--- src/rtl/pcr_access_arbiter_if.sv ---
// Bundle of the core, host and PCR-file port signals around pcr_access_arbiter.
// The arbiter takes the slave view; the requesters plus the PCR file take the master view.
interface pcr_access_arbiter_if #(
  parameter int ADDR_W = 5,
  parameter int DATA_W = 64
);
  logic              core_req_valid;
  logic              core_req_ready;
  logic              core_req_rw;
  logic [ADDR_W-1:0] core_req_addr;
  logic [DATA_W-1:0] core_req_data;
  logic              core_resp_valid;
  logic [DATA_W-1:0] core_resp_data;

  logic              host_req_valid;
  logic              host_req_ready;
  logic              host_req_rw;
  logic [ADDR_W-1:0] host_req_addr;
  logic [DATA_W-1:0] host_req_data;
  logic              host_resp_valid;
  logic              host_resp_ready;
  logic [DATA_W-1:0] host_resp_data;

  logic              pcr_en;
  logic              pcr_wen;
  logic [ADDR_W-1:0] pcr_addr;
  logic [DATA_W-1:0] pcr_wdata;
  logic [DATA_W-1:0] pcr_rdata;

  modport slave (
    input  core_req_valid, core_req_rw, core_req_addr, core_req_data,
    output core_req_ready, core_resp_valid, core_resp_data,
    input  host_req_valid, host_req_rw, host_req_addr, host_req_data, host_resp_ready,
    output host_req_ready, host_resp_valid, host_resp_data,
    output pcr_en, pcr_wen, pcr_addr, pcr_wdata,
    input  pcr_rdata
  );

  modport master (
    output core_req_valid, core_req_rw, core_req_addr, core_req_data,
    input  core_req_ready, core_resp_valid, core_resp_data,
    output host_req_valid, host_req_rw, host_req_addr, host_req_data, host_resp_ready,
    input  host_req_ready, host_resp_valid, host_resp_data,
    input  pcr_en, pcr_wen, pcr_addr, pcr_wdata,
    output pcr_rdata
  );
endinterface

--- src/rtl/pcr_access_arbiter.sv ---
// Core-priority arbiter for the single-ported PCR file, with a starvation counter
// that forces a host grant and a buffered host response path.
module pcr_access_arbiter #(
  parameter int ADDR_W     = 5,
  parameter int DATA_W     = 64,
  parameter int STARVE_MAX = 4
) (
  input  logic                  clk,
  input  logic                  reset,
  pcr_access_arbiter_if.slave   bus,
  output logic [1:0]            dbg_host_state,
  output logic [3:0]            dbg_starve_cnt
);

  // Handshakes: a request transfers in the cycle its valid and ready are both high;
  // ready is the combinational grant and never depends on pcr_rdata. The host
  // response holds valid and data until host_resp_ready is seen high at a clock
  // edge. The core response has no backpressure and is valid for exactly one cycle.

  localparam logic [1:0] H_IDLE = 2'd0;
  localparam logic [1:0] H_READ = 2'd1;
  localparam logic [1:0] H_RESP = 2'd2;
  localparam logic [3:0] STARVE_LIM = 4'(STARVE_MAX);

  logic [1:0]        host_state;
  logic [3:0]        starve_cnt;
  logic              core_resp_valid_q;
  logic [DATA_W-1:0] host_resp_data_q;

  logic host_elig;
  logic force_host;
  logic grant_core;
  logic grant_host;

  // Grants are suppressed while reset is held so the PCR port stays quiet.
  always_comb begin
    host_elig  = bus.host_req_valid && (host_state == H_IDLE);
    force_host = host_elig && (starve_cnt == STARVE_LIM);
    grant_host = reset && (force_host || (!bus.core_req_valid && host_elig));
    grant_core = reset && bus.core_req_valid && !force_host;
  end

  always_comb begin
    bus.pcr_en    = grant_core || grant_host;
    bus.pcr_wen   = 1'b0;
    bus.pcr_addr  = '0;
    bus.pcr_wdata = '0;
    if (grant_host) begin
      bus.pcr_wen   = bus.host_req_rw;
      bus.pcr_addr  = bus.host_req_addr;
      bus.pcr_wdata = bus.host_req_data;
    end else if (grant_core) begin
      bus.pcr_wen   = bus.core_req_rw;
      bus.pcr_addr  = bus.core_req_addr;
      bus.pcr_wdata = bus.core_req_data;
    end
  end

  assign bus.core_req_ready  = grant_core;
  assign bus.host_req_ready  = grant_host;
  assign bus.core_resp_valid = core_resp_valid_q;
  // pcr_rdata is valid the cycle after the read strobe, which is exactly the response cycle.
  assign bus.core_resp_data  = core_resp_valid_q ? bus.pcr_rdata : '0;
  assign bus.host_resp_valid = (host_state == H_RESP);
  assign bus.host_resp_data  = host_resp_data_q;

  assign dbg_host_state = host_state;
  assign dbg_starve_cnt = starve_cnt;

  always_ff @(posedge clk) begin
    if (!reset) begin
      host_state        <= H_IDLE;
      starve_cnt        <= '0;
      core_resp_valid_q <= 1'b0;
      host_resp_data_q  <= '0;
    end else begin
      core_resp_valid_q <= grant_core && !bus.core_req_rw;

      if (grant_host || !host_elig) begin
        starve_cnt <= '0;
      end else if (grant_core && (starve_cnt < STARVE_LIM)) begin
        starve_cnt <= starve_cnt + 4'd1;
      end

      case (host_state)
        H_IDLE: begin
          if (grant_host) begin
            if (bus.host_req_rw) begin
              host_state       <= H_RESP;
              host_resp_data_q <= '0;
            end else begin
              host_state <= H_READ;
            end
          end
        end
        H_READ: begin
          host_resp_data_q <= bus.pcr_rdata;
          host_state       <= H_RESP;
        end
        H_RESP: begin
          if (bus.host_resp_ready) begin
            host_state <= H_IDLE;
          end
        end
        default: host_state <= H_IDLE;
      endcase
    end
  end

endmodule

--- src/flat_wrapper.sv ---
// flat-port wrapper written by rule: the top's interface ports become plain ports
module pcr_access_arbiter_flat 
#(
  parameter int ADDR_W     = 5,
  parameter int DATA_W     = 64,
  parameter int STARVE_MAX = 4
)
  (clk, reset, dbg_host_state, dbg_starve_cnt, bus_core_req_valid, bus_core_req_rw, bus_core_req_addr, bus_core_req_data, bus_core_req_ready, bus_core_resp_valid, bus_core_resp_data, bus_host_req_valid, bus_host_req_rw, bus_host_req_addr, bus_host_req_data, bus_host_resp_ready, bus_host_req_ready, bus_host_resp_valid, bus_host_resp_data, bus_pcr_en, bus_pcr_wen, bus_pcr_addr, bus_pcr_wdata, bus_pcr_rdata);
  pcr_access_arbiter_if #(.ADDR_W(ADDR_W), .DATA_W(DATA_W)) bus_i ();
  input  logic clk;
  input  logic reset;
  output logic [1:0] dbg_host_state;
  output logic [3:0] dbg_starve_cnt;
  input wire logic [$bits(bus_i.core_req_valid)-1:0] bus_core_req_valid;
  input wire logic [$bits(bus_i.core_req_rw)-1:0] bus_core_req_rw;
  input wire logic [$bits(bus_i.core_req_addr)-1:0] bus_core_req_addr;
  input wire logic [$bits(bus_i.core_req_data)-1:0] bus_core_req_data;
  output wire logic [$bits(bus_i.core_req_ready)-1:0] bus_core_req_ready;
  output wire logic [$bits(bus_i.core_resp_valid)-1:0] bus_core_resp_valid;
  output wire logic [$bits(bus_i.core_resp_data)-1:0] bus_core_resp_data;
  input wire logic [$bits(bus_i.host_req_valid)-1:0] bus_host_req_valid;
  input wire logic [$bits(bus_i.host_req_rw)-1:0] bus_host_req_rw;
  input wire logic [$bits(bus_i.host_req_addr)-1:0] bus_host_req_addr;
  input wire logic [$bits(bus_i.host_req_data)-1:0] bus_host_req_data;
  input wire logic [$bits(bus_i.host_resp_ready)-1:0] bus_host_resp_ready;
  output wire logic [$bits(bus_i.host_req_ready)-1:0] bus_host_req_ready;
  output wire logic [$bits(bus_i.host_resp_valid)-1:0] bus_host_resp_valid;
  output wire logic [$bits(bus_i.host_resp_data)-1:0] bus_host_resp_data;
  output wire logic [$bits(bus_i.pcr_en)-1:0] bus_pcr_en;
  output wire logic [$bits(bus_i.pcr_wen)-1:0] bus_pcr_wen;
  output wire logic [$bits(bus_i.pcr_addr)-1:0] bus_pcr_addr;
  output wire logic [$bits(bus_i.pcr_wdata)-1:0] bus_pcr_wdata;
  input wire logic [$bits(bus_i.pcr_rdata)-1:0] bus_pcr_rdata;
  assign bus_i.core_req_valid = bus_core_req_valid;
  assign bus_i.core_req_rw = bus_core_req_rw;
  assign bus_i.core_req_addr = bus_core_req_addr;
  assign bus_i.core_req_data = bus_core_req_data;
  assign bus_core_req_ready = bus_i.core_req_ready;
  assign bus_core_resp_valid = bus_i.core_resp_valid;
  assign bus_core_resp_data = bus_i.core_resp_data;
  assign bus_i.host_req_valid = bus_host_req_valid;
  assign bus_i.host_req_rw = bus_host_req_rw;
  assign bus_i.host_req_addr = bus_host_req_addr;
  assign bus_i.host_req_data = bus_host_req_data;
  assign bus_i.host_resp_ready = bus_host_resp_ready;
  assign bus_host_req_ready = bus_i.host_req_ready;
  assign bus_host_resp_valid = bus_i.host_resp_valid;
  assign bus_host_resp_data = bus_i.host_resp_data;
  assign bus_pcr_en = bus_i.pcr_en;
  assign bus_pcr_wen = bus_i.pcr_wen;
  assign bus_pcr_addr = bus_i.pcr_addr;
  assign bus_pcr_wdata = bus_i.pcr_wdata;
  assign bus_i.pcr_rdata = bus_pcr_rdata;
  pcr_access_arbiter #(.ADDR_W(ADDR_W), .DATA_W(DATA_W), .STARVE_MAX(STARVE_MAX)) u_core (.clk(clk), .reset(reset), .bus(bus_i), .dbg_host_state(dbg_host_state), .dbg_starve_cnt(dbg_starve_cnt));
endmodule
--- config.mk ---
export PLATFORM = sky130hd
export DESIGN_NAME = pcr_access_arbiter_flat
export DESIGN_NICKNAME = d
export VERILOG_FILES = /design/src/rtl/pcr_access_arbiter_if.sv /design/src/rtl/pcr_access_arbiter.sv /design/src/flat_wrapper.sv
export SDC_FILE = /design/constraint.sdc
export NUM_CORES = 1
export LEC_CHECK = 0
export ABC_AREA = 1
export CAP_MARGIN = 40
export CORE_AREA = 2 2 161 163
export DETAILED_ROUTE_END_ITERATION = 6
export DIE_AREA = 0 0 163 165
export HOLD_SLACK_MARGIN = 0.02
export PLACE_DENSITY_LB_ADDON = 0.12
export SLEW_MARGIN = 20
export SYNTH_ARGS = -nofsm -noshare
export SYNTH_HDL_FRONTEND = slang
export SYNTH_SLANG_ARGS = --single-unit
--- constraint.sdc ---
create_clock -name clk -period 1.7 [get_ports clk]
set_input_delay 0.34 -clock clk [delete_from_list [all_inputs] [get_ports clk]]
set_output_delay 0.34 -clock clk [all_outputs]
set_load 0.005 [all_outputs]
Word level (Yosys, flattened, before mapping). Index checks and enable logic that the tools add are counted.

Memories kept: 0. Flip-flop bits (word level): 71. RAM bits: 0. Bits of input ports: 209. Bits in latches: 0. Output and inout bits: 209. Bits in read-only memories: 0.

Reduce and logical (&&, ||, !) cells: 20. Add/subtract/negate cells: 1. Div/mod/pow operators: 0. Bitwise logic cells: 1. Mux-type cells: 14. $lt $le $gt $ge: 1. Equality and inequality tests: 6. Multipliers: 0. Shift operators: 0.

Operator list (count): $mux 64 (5); $pmux 64 s2 (1); $mux 5 (2); $logic_and 1x1->1 (8); $mux 2 (3); $pmux 2 s3 (1); $add 4x1->4 const B (1); $eq 4x3->1 const B (1); $logic_not 1->1 (4); $lt 4x3->1 const B (1); $ne 2x2->1 const B (2); $logic_or 1x1->1 (3); $reduce_and 3->1 (1); $eq 2x1->1 const B (1); $eq 2x2->1 const B (1); $logic_not 2->1 (1); $mux 1 (2); $ne 2x1->1 const B (1); $reduce_and 2->1 (1); $reduce_bool 2->1 (1); $reduce_or 2->1 (1); $not 1->1 (1).

Depth between registers and ports, before layout. Gate-level depths: netlist of run 1.

Depth after elaboration: 7. Gate-level depth with buffers: 12.

Least setup slack after synthesis of run 1. No wires, ideal clock.

Path type: flip-flop to output port. From: reg u_core.starve_cnt[0] (netlist: u_core.dbg_starve_cnt[0]). To: out bus_pcr_wdata[10]. Buffers on the path: 1. Stages on the path, launching flop included: 9. Setup slack: -0.027 ns. Arrival: 1.387 ns. Data required time: 1.360 ns. Cell sequence: dfxtp_1 -> inv_1 -> ha_1 -> nand3_1 -> nor2_1 -> nor2_2 -> clkbuf_1 -> nand2_1 -> nand2_1.

Longest elaborated chain between the ends: 6. Elaborated cells between the ends (all ways): 8. Classes of those cells: eq/ne (1); mux (2); reduce/logical (5).

Ends and longest elaborated chain: start: declaration (line pcr_access_arbiter.sv:26) `logic [3:0] starve_cnt;`; start signal: assignment (line pcr_access_arbiter.sv:82) `starve_cnt <= starve_cnt + 4'd1;`; $eq 4x3->1 * (line pcr_access_arbiter.sv:38) `force_host = host_elig && (starve_cnt == STARVE_LIM);`; $logic_and 1x1->1 * (line pcr_access_arbiter.sv:38); $logic_not 1->1 (line pcr_access_arbiter.sv:40) `grant_core = reset && bus.core_req_valid && !force_host;`; $logic_and 1x1->1 (line pcr_access_arbiter.sv:40); $mux 64 (line pcr_access_arbiter.sv:52) `end else if (grant_core) begin`; $mux 64 * (line pcr_access_arbiter.sv:48) `if (grant_host) begin`; end: declaration (line flat_wrapper.sv:32) `output wire logic [$bits(bus_i.pcr_wdata)-1:0] bus_pcr_wdata;`.

Mark *: on every way between the ends. The rest lies on a longest branch, timed or not.

Worst setup path in the final report of run 1.
From: reg u_core.host_state[1] (netlist: u_core.dbg_host_state[1]). To: out bus_pcr_wdata[35].

Longest elaborated chain between the ends: 7. Elaborated cells between the ends (all ways): 10. Classes of those cells: mux (2); reduce/logical (8).

Ends and longest elaborated chain: start: declaration (line pcr_access_arbiter.sv:25) `logic [1:0] host_state;`; start signal: assignment (line pcr_access_arbiter.sv:72) `host_state <= H_IDLE;`; start signal: assignment (line pcr_access_arbiter.sv:89) `host_state <= H_RESP;`; start signal: assignment (line pcr_access_arbiter.sv:92) `host_state <= H_READ;`; $logic_not 2->1 * (line pcr_access_arbiter.sv:37) `host_elig = bus.host_req_valid && (host_state == H_IDLE);`; $logic_and 1x1->1 * (line pcr_access_arbiter.sv:37); $logic_and 1x1->1 (line pcr_access_arbiter.sv:38); $logic_not 1->1 (line pcr_access_arbiter.sv:40); $logic_and 1x1->1 (line pcr_access_arbiter.sv:40); $mux 64 (line pcr_access_arbiter.sv:52); $mux 64 * (line pcr_access_arbiter.sv:48).

Marks and branches as above.

==> out/results.ini, run 1 <==
[timing]
fin_crit_sh_pct=126
worst_pin_slew_ns=0.815
slew_viol_final=0
rsz0062_at_grt=yes
fmax_ghz=0.466
slew_headroom_pct=45.7
hold_violations=0
fin_crit_ns=2.15
fin_skew_ns=0.00742
setup_viol=143
hold_ws_ns=0.510
setup_ws_ns=-0.445

[floorplan]
chipHeight_um=165
die_area_um2=26900
placementRows=58
pin_count=418
initial_core_util_pct=19.8
die_w_um=163
coreArea_um2=25000

[yosys]
synth_cells=895
synth_seq_cells=71
synth-seq-area-share_pct=28.7
synth_area_um2=4950
yosysUniqueCellTypes=22
syn-num-nets=1106
yosysWarnings=0
avgSynthCellArea_um2=5.53

[worst_setup_path]
max_stage_delay_ns=0.33
cp-start-kind=flop
critPathArrivalTime_ns=1.81
crit_chain=nor2_4, nand2_2, buf_6, nor2_4, nand2_4, inv_8, buf_12, buf_8, buf_8, nand2_2, nand2_1, buf_2
crit_path_top_delay_cell=dfxtp_2
path_max_fanout=7
crit_type=flop to output port
cp-end-kind=output port
critPathRequiredTime_ns=1.36

[place]
portBuffers=417
pre_cts_ws_ns=-1.25
gp_congestion=0.926
place_area_um2=10200
hpwl_um=20900

[cts]
clk-insertion-delay-late_ns=0.34
cts_tree=built
clock-root-buffer=clkbuf_16
path_clk_slew_ns=0.07
ctsHoldBuffers=0
ctsHtreeMaxLevel=3
cts_sinks=71
cts_buffer_depth=2
cts_buffers=9

[power_and_ir_drop]
powerDensity_nw_per_um2=516
peakVddDrop_mv=0.367
p_leak_uw=0.00621

[global_route]
grt_pass1_wl_um=42700
grtUsageTotal_pct=21.5
grt_pass1_vias=7206
antenna_found_initial=3
grt_max_degree=68
overflow=0

[final_layout]
fin_area_um2=12100
fin_nets=1668
syn_to_final_growth_pct=144
fillers=2575
drive_above_1_share_pct=39.8

[detailed_routing]
first_pass_iters=5
ant_nets=0
drt-vias-per-instance=4.08
drt_iter0_markers=346
wl_um=29800
wl_per_cell_um=16.6
route.detailed.drc=0
num_vias=7308

[run_status]
status=complete, but fails checks
violations=setup timing

[flow_run]
max-cap-violations=0

[worst_hold_path]
min_path_type=flop to flop

==> registers in the layout (all words and copies together) (netlist names) <==
register                    count
u_core.dbg_host_state           2
u_core.bus.host_resp_data      64
u_core.dbg_starve_cnt           4
u_core.bus.core_resp_valid      1
==> worst max-delay path, delay by kind of cell (launching register included) <==
| kind | cells | cell delay [ns] |
|---|---|---|
| flops | 1 | 0.33 |
| buf+inv | 6 | 0.70 |
| simple gates | 6 | 0.44 |
==> cell usage after synthesis <==
cell | instances | area (um^2)
nand2_2 | 51 | 319
nand2_4 | 3 | 33.8
o21ai_0 | 2 | 10.0
buf_4 | 9 | 67.6
nor2_2 | 4 | 25.0
nand2_1 | 422 | 1580
nor3_1 | 4 | 20.0
buf_6 | 1 | 11.3
clkbuf_1 | 20 | 75.1
ha_1 | 2 | 25.0
inv_2 | 2 | 7.51
nand3_1 | 65 | 325
buf_1 | 4 | 15.0
buf_12 | 5 | 100
buf_2 | 16 | 80.1
nor2_1 | 70 | 263
buf_8 | 1 | 15.0
nor2_4 | 1 | 11.3
a21oi_1 | 2 | 10.0
inv_1 | 139 | 522
dfxtp_1 | 71 | 1420
nor4_1 | 1 | 6.26
==> metrics by stage <==
stage | utilization (%) | power, uW | TNS (ns) | instances
after CTS | 46.7 | 6230 | -34.92 | 1787
final | 48.2 | 6230 | -28.93 | 1793
after global routing | 48.2 | 6540 | -41.68 | 1792
after detailed placement | 40.6 | 3600 | -126.13 | 1692
after floorplan | - | 2320 | -0.542 | 895
after global placement | 40.6 | 3600 | -120.71 | 1692
==> layer usage <==
metal / up-vias / share of wire, % / global-route usage [%]
li1: 3729 / - / -
met1: 3276 / 38 / 23.5
met2: 261 / 52 / 40.1
met3: 40 / 5.9 / 4.45
met4: 2 / 3.7 / 9.17
met5: - / 0.054 / 0
==> layout by cell type, fill, tap and decap left out, drive strengths merged <==
cell type / n
ha: 2
buf: 302
diode: 1
inv: 144
clkdlybuf4s15: 3
dfxtp: 71
clkbuf: 29
nor3: 4
o21ai: 2
clkinv: 1
nor4: 1
nand2: 477
a21oi: 2
nor2: 76
nand3: 65
bufinv: 3
dlygate4sd2: 7
clkdlybuf4s50: 273
==> repair_timing <==
action                                  CTS  global route
pin swaps                                26            34
cloned                                   20             2
endpoints found under the hold margin     0             0
gates resized for setup                 739           200
buffers inserted                         61            19
endpoints found under the setup margin  211           200
==> final cells by class <==
class                           count  area [um^2]  share of cell area [%]
Tap cell                          330          413                    3.42
Multi-Input combinational cell    629         3380                    28.0
Clock inverter                      7          128                    1.06
Clock buffer                        9          225                    1.86
Timing Repair Buffer              605         5960                    49.3
Sequential cell                    71         1430                    11.8
Inverter                          141          539                    4.46
Antenna cell                        1         2.50                  0.0207
==> report_power, final <==
group	total [uW]	switching [uW]	leakage [uW]	internal [uW]
combinational	2160	897	0.00545	1260
sequential	1770	35.7	0.000580	1730
clock	2300	842	0.000173	1460
==> final timing paths <==
kind                                                     from                            end  slack [ns]  depth (start not counted)
worst max-delay path                 u_core.dbg_host_state[1]              bus_pcr_wdata[35]       -0.45                         12
worst min-delay path            u_core.bus.host_resp_data[57]  u_core.bus.host_resp_data[57]        0.51                          4
worst max register to register       u_core.dbg_starve_cnt[1]   u_core.bus.host_resp_data[8]       -0.03                         12
worst min register to register  u_core.bus.host_resp_data[57]  u_core.bus.host_resp_data[57]        0.51                          4
==> kinds of logic after synthesis <==
| logic type | Yosys count | share of synthesized area (%) |
|---|---|---|
| fa+ha+maj | 2 | 0.506 |
| compound gates | 4 | 0.405 |
| flops | 71 | 28.7 |
| buf+inv | 197 | 18.1 |
| simple gates | 621 | 52.3 |
(Power assumes the default switching activity.)
==> run 2: changes to the inputs <==
--- a/config.mk
+++ b/config.mk
@@ -8,3 +8,3 @@
 export ABC_AREA = 1
-export CAP_MARGIN = 40
+export CAP_MARGIN = 5
 export CORE_AREA = 2 2 161 163
--- a/constraint.sdc
+++ b/constraint.sdc
@@ -3,2 +3,2 @@
 set_output_delay 0.34 -clock clk [all_outputs]
-set_load 0.005 [all_outputs]
+set_load 0.02 [all_outputs]
==> run 2 against run 1 <==
Compared with the run above:
- the run still ends with setup timing left
- non-clock buffer count shrank 52
- clock power is 9.6% lower
- sequential share of layout area grew 0.65 points
- critical path depth is 1 lower
- worst hold slack improved by 0.0016 ns
- fmax decreased by 0.59%
- via count decreased by 5.3%
- total power is 1.4% lower
- first-iteration DRC count down 8.4%
- critical path type unchanged
- largest cell class unchanged
==> out/results.ini, run 2 (synthesis results as in run 1) <==
[global_route]
grt_pass1_vias=6912
grtUsageTotal_pct=19.4
antenna_found_initial=0
grt_max_degree=68
overflow=0
grt_pass1_wl_um=39800

[worst_setup_path]
cp.depth=11
crit_family=buffers and inverters
setup.worst_path.start=u_core.dbg_starve_cnt[1]
cp-end-kind=output port
r2r_cells=13
max_stage_delay_ns=0.33
critPathBufInv=5
cp-start-kind=flop
crit_path_top_delay_cell=dfxtp_2
path_max_fanout=7
critPathArrivalTime_ns=1.82
critPathRequiredTime_ns=1.36
crit_type=flop to output port
crit_chain=inv_2, ha_4, nand3_4, nor2_4, nor2_4, buf_12, buf_16, buf_12, nand2_2, nand2_2, buf_6
rr_startpoint=u_core.dbg_starve_cnt[1]

[power_and_ir_drop]
powerDensity_nw_per_um2=537
p_leak_uw=0.00594
peakVddDrop_mv=0.400

[timing]
fin_skew_ns=0.00982
fin_crit_sh_pct=127
worst_pin_slew_ns=0.584
hold_violations=0
setup_viol=73
fin_crit_ns=2.16
fmax_ghz=0.463
setup_ws_ns=-0.458
hold_ws_ns=0.512
rsz0062_at_grt=yes
slew_viol_final=0
slew_headroom_pct=61.1

[final_layout]
mostFrequentLayoutCells=nand2_1 (292), clkdlybuf4s50_1 (264), nand2_2 (151), inv_1 (135), buf_4 (109)
fin_util_pct=45.7
diodes=0
syn_to_final_growth_pct=131
final_common_cell=nand2_1
seqCellArea_um2=1430
fin_nets=1614
largest_reg_flops=64
multi_input_area_um2=3180
fillers=2651
final_cells=1738
drive_above_1_share_pct=34.9

[cts]
ctsHtreeMaxLevel=3
clk-insertion-delay-late_ns=0.34
cts_sinks=71
cts_buffer_depth=2
clock-root-buffer=clkbuf_16
cts_buffers=9
cts_tree=built
path_clk_slew_ns=0.06

[detailed_routing]
wl_um=27600
num_vias=6920
drt_iter0_markers=317
route.detailed.drc=0
drt-vias-per-instance=3.98
ant_nets=0
first_pass_iters=4
wl_per_cell_um=15.9

[place]
portBuffers=417
gp_congestion=0.850
pre_cts_ws_ns=-0.901
hpwl_um=19400
dp.cells=1683

[floorplan]
pin_count=418
die_w_um=163
initial_core_util_pct=19.8
die_area_um2=26900
coreArea_um2=25000
chipHeight_um=165
placementRows=58

[run_status]
status=complete, but fails checks
violations=setup timing

[worst_hold_path]
whs_path_depth=4
min_path_type=flop to flop
hp-start=u_core.bus.host_resp_data[2]

[flow_run]
max-cap-violations=0

## run 2: changes by cell type in the layout (fill, tap and decap cells not counted), sizes merged
cell / before / now
buf: 302 / 246
clkdlybuf4s50: 273 / 264
dlymetal6s2s: 0 / 8
clkbuf: 29 / 36
clkdlybuf4s15: 3 / 0
inv: 144 / 141
bufbuf: 0 / 2
clkinv: 1 / 3
bufinv: 3 / 2
clkinvlp: 0 / 1
diode: 1 / 0
nand2: 477 / 476
nor2: 76 / 75
## run 2: per-stage QoR
step | TNS (ns) | instance area (um^2) | total power (uW)
3_5_place_dp | -84.43 | 10200 | 3830
2_1_floorplan | -0.248 | 5160 | 2610
6_report | -27.88 | 11400 | 6140
4_1_cts | -28.39 | 11300 | 6150
5_1_grt | -35.99 | 11400 | 6440
3_3_place_gp | -84.73 | 10200 | 3830
## run 2: what timing repair did
item,4_1_cts,5_1_grt
endpoints found under the setup margin,213,169
gates cloned,12,5
resized for setup,639,127
setup buffers,7,15
pin swaps,25,8
hold buffers,0,0
endpoints found under the hold margin,0,0
## run 2: worst paths after layout
check,slack [ns],to
setup / recovery,-0.46,bus_pcr_wdata[42]
hold / removal,0.51,u_core.bus.host_resp_data[2]
setup reg to reg,0.03,u_core.bus.host_resp_data[8]
hold reg to reg,0.51,u_core.bus.host_resp_data[2]
## run 2: layout make-up
cell class	instances	area share, %
well taps	330	3.61
repair buffers	553	48.5
clock inverters	6	0.821
inverters	141	4.74
clock buffers	10	2.00
multi-input cells	627	27.9
flip-flops and latches	71	12.5
## run 2: tightest hold or removal path: cells and delay by family (launching register included)
kind / cells / cell delay (ns)
flops: 1 / 0.31
simple gates: 3 / 0.12
buf+inv: 1 / 0.05
## run 2: metal layers
metal,GRT usage [%],vias to the layer above,share of wire (%)
met5,0,-,0
met4,4.38,0,1.4
met3,6.38,24,7.9
met2,36.1,234,51
met1,21.4,3058,39
li1,-,3604,-
## run 2: report_power, final
group	switching, uW	internal (uW)
clock network	780	1300
logic	1070	1230
registers	35.2	1730
==> run 3: changes to the inputs <==
Settings changed: CAP_MARGIN 5 to not set.
==> results of run 3 <==
No change in the layout: final DEF, timing and power equal those of run 2.
